File: src/rtl/eth_tx_pkg.sv
// Shared types and constants for the GMII transmit arbiter.
package eth_tx_pkg;

    typedef enum logic [1:0] {
        IDLE  = 2'd0,
        GRANT = 2'd1,
        IFG   = 2'd2
    } state_e;

    localparam int unsigned ETH_IFG_DEFAULT       = 12;
    localparam int unsigned ETH_MAX_FRAME_DEFAULT = 1526;
    localparam int unsigned IFG_W                 = 8;
    localparam int unsigned GMII_W                = 8;

    localparam logic [GMII_W-1:0] GMII_IDLE_DATA = 8'h00;

endpackage

File: src/rtl/eth_tx_ifg_timer.sv
// Loadable down-counter timing the inter-frame gap; done rises on the last gap cycle.
module eth_tx_ifg_timer
    import eth_tx_pkg::*;
(
    input  logic             clk,
    input  logic             rst,
    input  logic             load,
    input  logic [IFG_W-1:0] value,
    output logic             done
);

    logic [IFG_W-1:0] cnt;

    // done is registered: it goes high in the value-th cycle after load
    always_ff @(posedge clk) begin
        if (rst) begin
            cnt  <= '0;
            done <= 1'b0;
        end else if (load) begin
            cnt  <= value - IFG_W'(1);
            done <= (value == IFG_W'(1));
        end else if (cnt != '0) begin
            cnt  <= cnt - IFG_W'(1);
            done <= (cnt == IFG_W'(1));
        end
    end

endmodule

File: src/rtl/eth_tx_arbiter.sv
// Two-source GMII transmit arbiter with IFG enforcement and underrun/oversize abort.
// Define ETH_TX_ARB_RR_EN for round-robin tie-break; default is fixed priority to source 0.
module eth_tx_arbiter
    import eth_tx_pkg::*;
#(
    parameter int unsigned IFG_CYCLES = ETH_IFG_DEFAULT,
    parameter int unsigned MAX_BYTES  = ETH_MAX_FRAME_DEFAULT
) (
    input  logic              gmii_tx_clk,
    input  logic              rst,
    input  logic [1:0]        req,
    output logic [1:0]        gnt,
    input  logic              s0_valid,
    input  logic [GMII_W-1:0] s0_data,
    input  logic              s0_last,
    input  logic              s1_valid,
    input  logic [GMII_W-1:0] s1_data,
    input  logic              s1_last,
    output logic              gmii_tx_en,
    output logic              gmii_tx_er,
    output logic [GMII_W-1:0] gmii_tx_data,
    output logic              busy,
    output logic [7:0]        abort_cnt
);

    localparam int unsigned CNT_W = $clog2(MAX_BYTES + 1);

    state_e            state;
    logic [CNT_W-1:0]  byte_cnt;
    logic              ifg_done;

    logic              sel_valid_c;
    logic              sel_last_c;
    logic [GMII_W-1:0] sel_data_c;
    logic [1:0]        winner_c;
    logic              oversize_c;
    logic              underrun_c;
    logic              abort_c;
    logic              frame_end_c;

    // Only the granted source is ever looked at
    always_comb begin
        sel_valid_c = s0_valid;
        sel_data_c  = s0_data;
        sel_last_c  = s0_last;
        if (gnt[1]) begin
            sel_valid_c = s1_valid;
            sel_data_c  = s1_data;
            sel_last_c  = s1_last;
        end
    end

`ifdef ETH_TX_ARB_RR_EN
    logic last_gnt;

    always_comb begin
        winner_c = req;
        if (req == 2'b11) begin
            winner_c = last_gnt ? 2'b01 : 2'b10;
        end
    end

    always_ff @(posedge gmii_tx_clk) begin
        if (rst) begin
            last_gnt <= 1'b1;
        end else if (state == IDLE && req != 2'b00) begin
            last_gnt <= winner_c[1];
        end
    end
`else
    always_comb begin
        winner_c = req[0] ? 2'b01 : {req[1], 1'b0};
    end
`endif

    // An abort replaces the offending cycle; idle before the first byte is not an underrun
    always_comb begin
        oversize_c  = (byte_cnt == CNT_W'(MAX_BYTES));
        underrun_c  = !sel_valid_c && (byte_cnt != '0);
        abort_c     = (state == GRANT) && ((sel_valid_c && oversize_c) || underrun_c);
        frame_end_c = abort_c || ((state == GRANT) && sel_valid_c && sel_last_c);
    end

    eth_tx_ifg_timer u_ifg_timer (
        .clk   (gmii_tx_clk),
        .rst   (rst),
        .load  (frame_end_c),
        .value (IFG_W'(IFG_CYCLES)),
        .done  (ifg_done)
    );

    always_ff @(posedge gmii_tx_clk) begin
        if (rst) begin
            state        <= IDLE;
            gnt          <= 2'b00;
            busy         <= 1'b0;
            byte_cnt     <= '0;
            abort_cnt    <= '0;
            gmii_tx_en   <= 1'b0;
            gmii_tx_er   <= 1'b0;
            gmii_tx_data <= GMII_IDLE_DATA;
        end else begin
            gmii_tx_en   <= 1'b0;
            gmii_tx_er   <= 1'b0;
            gmii_tx_data <= GMII_IDLE_DATA;
            case (state)
                IDLE: begin
                    if (req != 2'b00) begin
                        gnt      <= winner_c;
                        state    <= GRANT;
                        busy     <= 1'b1;
                        byte_cnt <= '0;
                    end
                end
                GRANT: begin
                    if (abort_c) begin
                        gmii_tx_en <= 1'b1;
                        gmii_tx_er <= 1'b1;
                        gnt        <= 2'b00;
                        state      <= IFG;
                        abort_cnt  <= (abort_cnt == 8'hFF) ? abort_cnt : abort_cnt + 8'd1;
                    end else if (sel_valid_c) begin
                        gmii_tx_en   <= 1'b1;
                        gmii_tx_data <= sel_data_c;
                        byte_cnt     <= byte_cnt + CNT_W'(1);
                        if (sel_last_c) begin
                            gnt   <= 2'b00;
                            state <= IFG;
                        end
                    end
                end
                IFG: begin
                    if (ifg_done) begin
                        state <= IDLE;
                        busy  <= 1'b0;
                    end
                end
                default: begin
                    state <= IDLE;
                    gnt   <= 2'b00;
                    busy  <= 1'b0;
                end
            endcase
        end
    end

endmodule
File: config.mk
export PLATFORM = sky130hd
export DESIGN_NAME = eth_tx_arbiter
export DESIGN_NICKNAME = d
export VERILOG_FILES = /design/src/rtl/eth_tx_pkg.sv /design/src/rtl/eth_tx_ifg_timer.sv /design/src/rtl/eth_tx_arbiter.sv
export SDC_FILE = /design/constraint.sdc
export NUM_CORES = 1
export LEC_CHECK = 0
export ABC_CLOCK_PERIOD_IN_PS = 4300
export BUFFER_PORTS_ARGS = -buffer_cell sky130_fd_sc_hd__buf_2
export CELL_PAD_IN_SITES_DETAIL_PLACEMENT = 2
export CELL_PAD_IN_SITES_GLOBAL_PLACEMENT = 2
export CORE_UTILIZATION = 34
export DETAILED_ROUTE_END_ITERATION = 6
export PLACE_DENSITY = 0.81
export SLEW_MARGIN = 20
export SYNTH_ARGS = -nofsm -noshare
export SYNTH_HDL_FRONTEND = slang
export SYNTH_SLANG_ARGS = --single-unit
File: constraint.sdc
create_clock -name gmii_tx_clk -period 4.3 [get_ports gmii_tx_clk]
set_clock_uncertainty 0.1 [all_clocks]
set_input_delay 0.86 -clock gmii_tx_clk [delete_from_list [all_inputs] [get_ports gmii_tx_clk]]
set_output_delay 0.86 -clock gmii_tx_clk [all_outputs]
set_load 0.01 [all_outputs]
==> parameters.txt <==
Parameter                              Value

Worst setup path
  Maximum fanout along the worst path    16
  FF-to-FF path depth    5
  Launching element of the worst setup path    gnt[1]
  Worst endpoint required time    4.39 ns
  Arrival @ worst endpoint    2.84 ns
  Endpoint kind of the worst setup timing path    register
  Worst flop-to-flop path endpoint    abort_cnt[4]
  Critical path capture point    abort_cnt[4]
  Category of the most critical setup path    register to register
  Reg-to-reg slack, setup    1.56 ns
  Startpoint of the worst register-to-register path    gnt[1]
  CP Launch Type    register

Synthesis
  Most area-consuming cells after synthesis    sky130_fd_sc_hd__dfxtp_1 43%, sky130_fd_sc_hd__nor2_1 6.0%, sky130_fd_sc_hd__mux2i_1 5.5%
  Portion of the post-synthesis area used by sequential elements    42.7%
  Dominant register cell in the synthesized netlist    sky130_fd_sc_hd__dfxtp_1
  Post-Synthesis Cell Area    2020 sq um
  Library cells used by synthesis    49
  Synthesis-stage register bit count    43
  Post-synthesis cell count    226
  Avg Synthesized Cell Area    8.92 sq um
  YS warnings    0
  Async SR Flop Fraction    0%
  Post-Syn Nets    256
  Area share of the largest cell type after synthesis    42.7%
  Dominant cell type by area after synthesis    sky130_fd_sc_hd__dfxtp_1
  Post-synth EDFFs    0

Timing
  Final-layout setup total negative slack    0 ns
  Max_slew headroom    49.3%
  Number of pins exceeding their max-slew limit in the final report    0
  Final Hold Viols    0
  F_max    365 MHz
  Unrepaired setup endpoints after global routing    no
  Ratio of final minimum period to clock period    63.8%
  Final Hold Slack    0.410 ns
  Actual transition at the worst max-transition pin    0.756 ns
  Minimum clock period    2.74 ns
  Final setup violation count    0

Floorplanning
  DIE AREA    6240 sq um
  I/O pin cnt    45
  Placeable core area    5610 sq um
  Effective utilization at floorplan    35.9%
  Die extent in y    79.0 um
  DIE WIDTH    79.0 um
  Number of standard-cell rows in the floorplan    27

Route
  Pre-Repair DR Iteration Count    4
  Via count of the routed design    1788
  Per-cell via count in the routed design    5.21
  First DRT Iteration DRCs    27
  DRC errors left    0
  Post-DR wirelength/cell    16.1 um
  DRT Wirelength    5.52 mm
  Antenna Nets Post-Route    0

GRT
  Layer with the highest usage    met2
  Met1 track demand over resource    23.3%
  Wire length of the first global-routing pass    9.28 mm
  Met3 track demand over resource    4.14%
  Via count of the first global-routing pass    1880
  GRT Residual Overflow    0
  Tot GR Track Use    19.6%
  Number of antenna violations at the first check in global routing    0
  Pin count of the biggest net entering global routing    24
  Met2 Usage GRT    34.8%

Clock tree
  Total CTS buffers    5
  Hold-fix buffers, CTS    0
  Clock-pin slew on the worst setup and hold paths    0.08 ns
  Number of gates resized after cts    0
  Root Driver    sky130_fd_sc_hd__clkbuf_8
  Clk buf depth    2
  Number of post-CTS setup repair buffers    0
  TritonCTS clock tree    yes
  Skew-Pair Late Insertion Delay    0.30 ns
  H-tree levels    2
  Clock net sink count    43

Flow run
  Number of violations of the max-capacitance limit    0

Placed design
  Placed wire-length estimate after detailed placement    4.03 mm
  Number of port buffers    44
  RD Place Congestion    0.770
  Placed insts    335

Power and ir drop
  Power density relative to cell area    452 nW/um^2
  Worst-case vdd ir drop    0.211 mV
  Static leakage    0.972 nW

Hold path
  Hold/Removal Path Class    register to register

Run status
  Result of the run    complete, no violations

Cells and area
  Area grow syn2layout    18.9%
  Fraction of final layout cells with drive strength greater than 1    22.1%
  Final net count    300
  Fillcell total    682
  Number of standard cells in the layout, taps in and fillers out    343
  Number of diodes    0
[placed cells by master (no fill, tap or decap), types with 2 or more instances in the layout]
cell type	instances
sky130_fd_sc_hd__a211oi_1	4
sky130_fd_sc_hd__a211oi_2	2
sky130_fd_sc_hd__a21oi_1	13
sky130_fd_sc_hd__and2_1	2
sky130_fd_sc_hd__and3_1	4
sky130_fd_sc_hd__and4_1	2
sky130_fd_sc_hd__buf_2	44
sky130_fd_sc_hd__clkbuf_8	7
sky130_fd_sc_hd__dfxtp_1	43
sky130_fd_sc_hd__ha_1	6
sky130_fd_sc_hd__inv_1	10
sky130_fd_sc_hd__mux2i_1	11
sky130_fd_sc_hd__nand2_1	12
sky130_fd_sc_hd__nand2b_1	2
sky130_fd_sc_hd__nand3_1	10
sky130_fd_sc_hd__nand4_1	3
sky130_fd_sc_hd__nor2_1	32
sky130_fd_sc_hd__nor2b_1	3
sky130_fd_sc_hd__nor3_1	3
sky130_fd_sc_hd__nor4_1	3
sky130_fd_sc_hd__o21ai_0	3
sky130_fd_sc_hd__o21ai_1	6
sky130_fd_sc_hd__o31ai_1	2
sky130_fd_sc_hd__or3_1	6
sky130_fd_sc_hd__or4_1	2
sky130_fd_sc_hd__xnor2_1	12
sky130_fd_sc_hd__xor2_1	2
[routing by layer]
| layer | wire length, um | part of all wire [%] | vias to the layer above |
|---|---|---|---|
| li1 | - | - | 882 |
| met1 | 2500 | 45 | 874 |
| met2 | 2800 | 51 | 26 |
| met3 | 156 | 2.8 | 6 |
| met4 | 69 | 1.2 | 0 |
| met5 | 0 | 0 | - |
[worst min path at each step]
stage	start	endpoint	slack, ns	depth (start not counted)
after floorplan	byte_cnt[7]	byte_cnt[7]	0.37	2
after global placement	gnt[0]	gnt[0]	0.38	2
after detailed placement	gnt[0]	gnt[0]	0.39	2
final	gnt[0]	gnt[0]	0.41	2
after global routing	gnt[0]	gnt[0]	0.45	2
after CTS	gnt[0]	gnt[0]	0.41	2
[synthesized netlist by cell type (all sizes together) (2+ instances only)]
cell type  count
o21ai          9
xor2           2
or4            2
a211oi         6
mux2i         11
nor4           4
nand2b         2
and3           4
and2           2
inv           11
or2            2
nor3           3
buf            4
nand4          4
a21oi         13
dfxtp         43
mux2           3
nand3         10
ha             6
nand2         12
clkbuf         3
nor2          32
or3            6
and4           3
xnor2         12
nor2b          3
o31ai          2
[worst max-delay path, stage by stage (launching register included)]
cell	delay [ns]
sky130_fd_sc_hd__dfxtp_1	0.77
sky130_fd_sc_hd__mux2i_1	0.34
sky130_fd_sc_hd__a41o_1	0.50
sky130_fd_sc_hd__and4_1	0.39
sky130_fd_sc_hd__and4_4	0.25
sky130_fd_sc_hd__mux2_4	0.29
[cells by family (layout without fill, tap and decap cells)]
family / Yosys count / count (layout) / share of synthesized area (%)
multiplexers: 14 / 14 / 7.32
adder cells (fa/ha/maj): 6 / 6 / 3.72
flip-flops: 43 / 43 / 42.7
XOR/XNOR: 14 / 14 / 6.08
AO/OA/AOI/OAI: 40 / 40 / 13.2
AND/OR/NAND/NOR: 91 / 91 / 23.5
buffers and inverters: 18 / 63 / 3.48
[per-stage QoR]
| stage | instance area (sq um) | utilization (%) | setup WS, ns | power [W] |
|---|---|---|---|---|
| 2_1_floorplan | 2020 | - | 2.02 | 0.000719 |
| 3_3_place_gp | 2300 | 41.0 | 1.52 | 0.000792 |
| 3_5_place_dp | 2300 | 41.0 | 1.50 | 0.000801 |
| 4_1_cts | 2400 | 42.7 | 1.54 | 0.00110 |
| 5_1_grt | 2400 | 42.7 | 1.40 | 0.00115 |
| 6_report | 2400 | 42.7 | 1.56 | 0.00108 |
[power breakdown]
group | switching, W | total (W) | internal [W]
clock | 0.000139 | 0.000286 | 0.000147
sequential | 0.0000514 | 0.000497 | 0.000445
combinational | 0.000172 | 0.000300 | 0.000128
[area by class of cell]
type / count / area [sq um] / share of cell area, %
inverters: 11 / 41.3 / 1.72
flip-flops and latches: 43 / 861 / 35.9
multi-input cells: 165 / 1080 / 45.3
repair buffers: 44 / 220 / 9.19
well taps: 72 / 90.1 / 3.76
clock buffers: 8 / 100 / 4.18
[registers in the layout (all words and copies together) (netlist names), 2 cells and up]
register and flops:
state 2, gmii_tx_data 8, byte_cnt 11, gnt 2
u_ifg_timer.cnt 8, abort_cnt 8
Note: power is estimated with default switching activity, not from simulation.
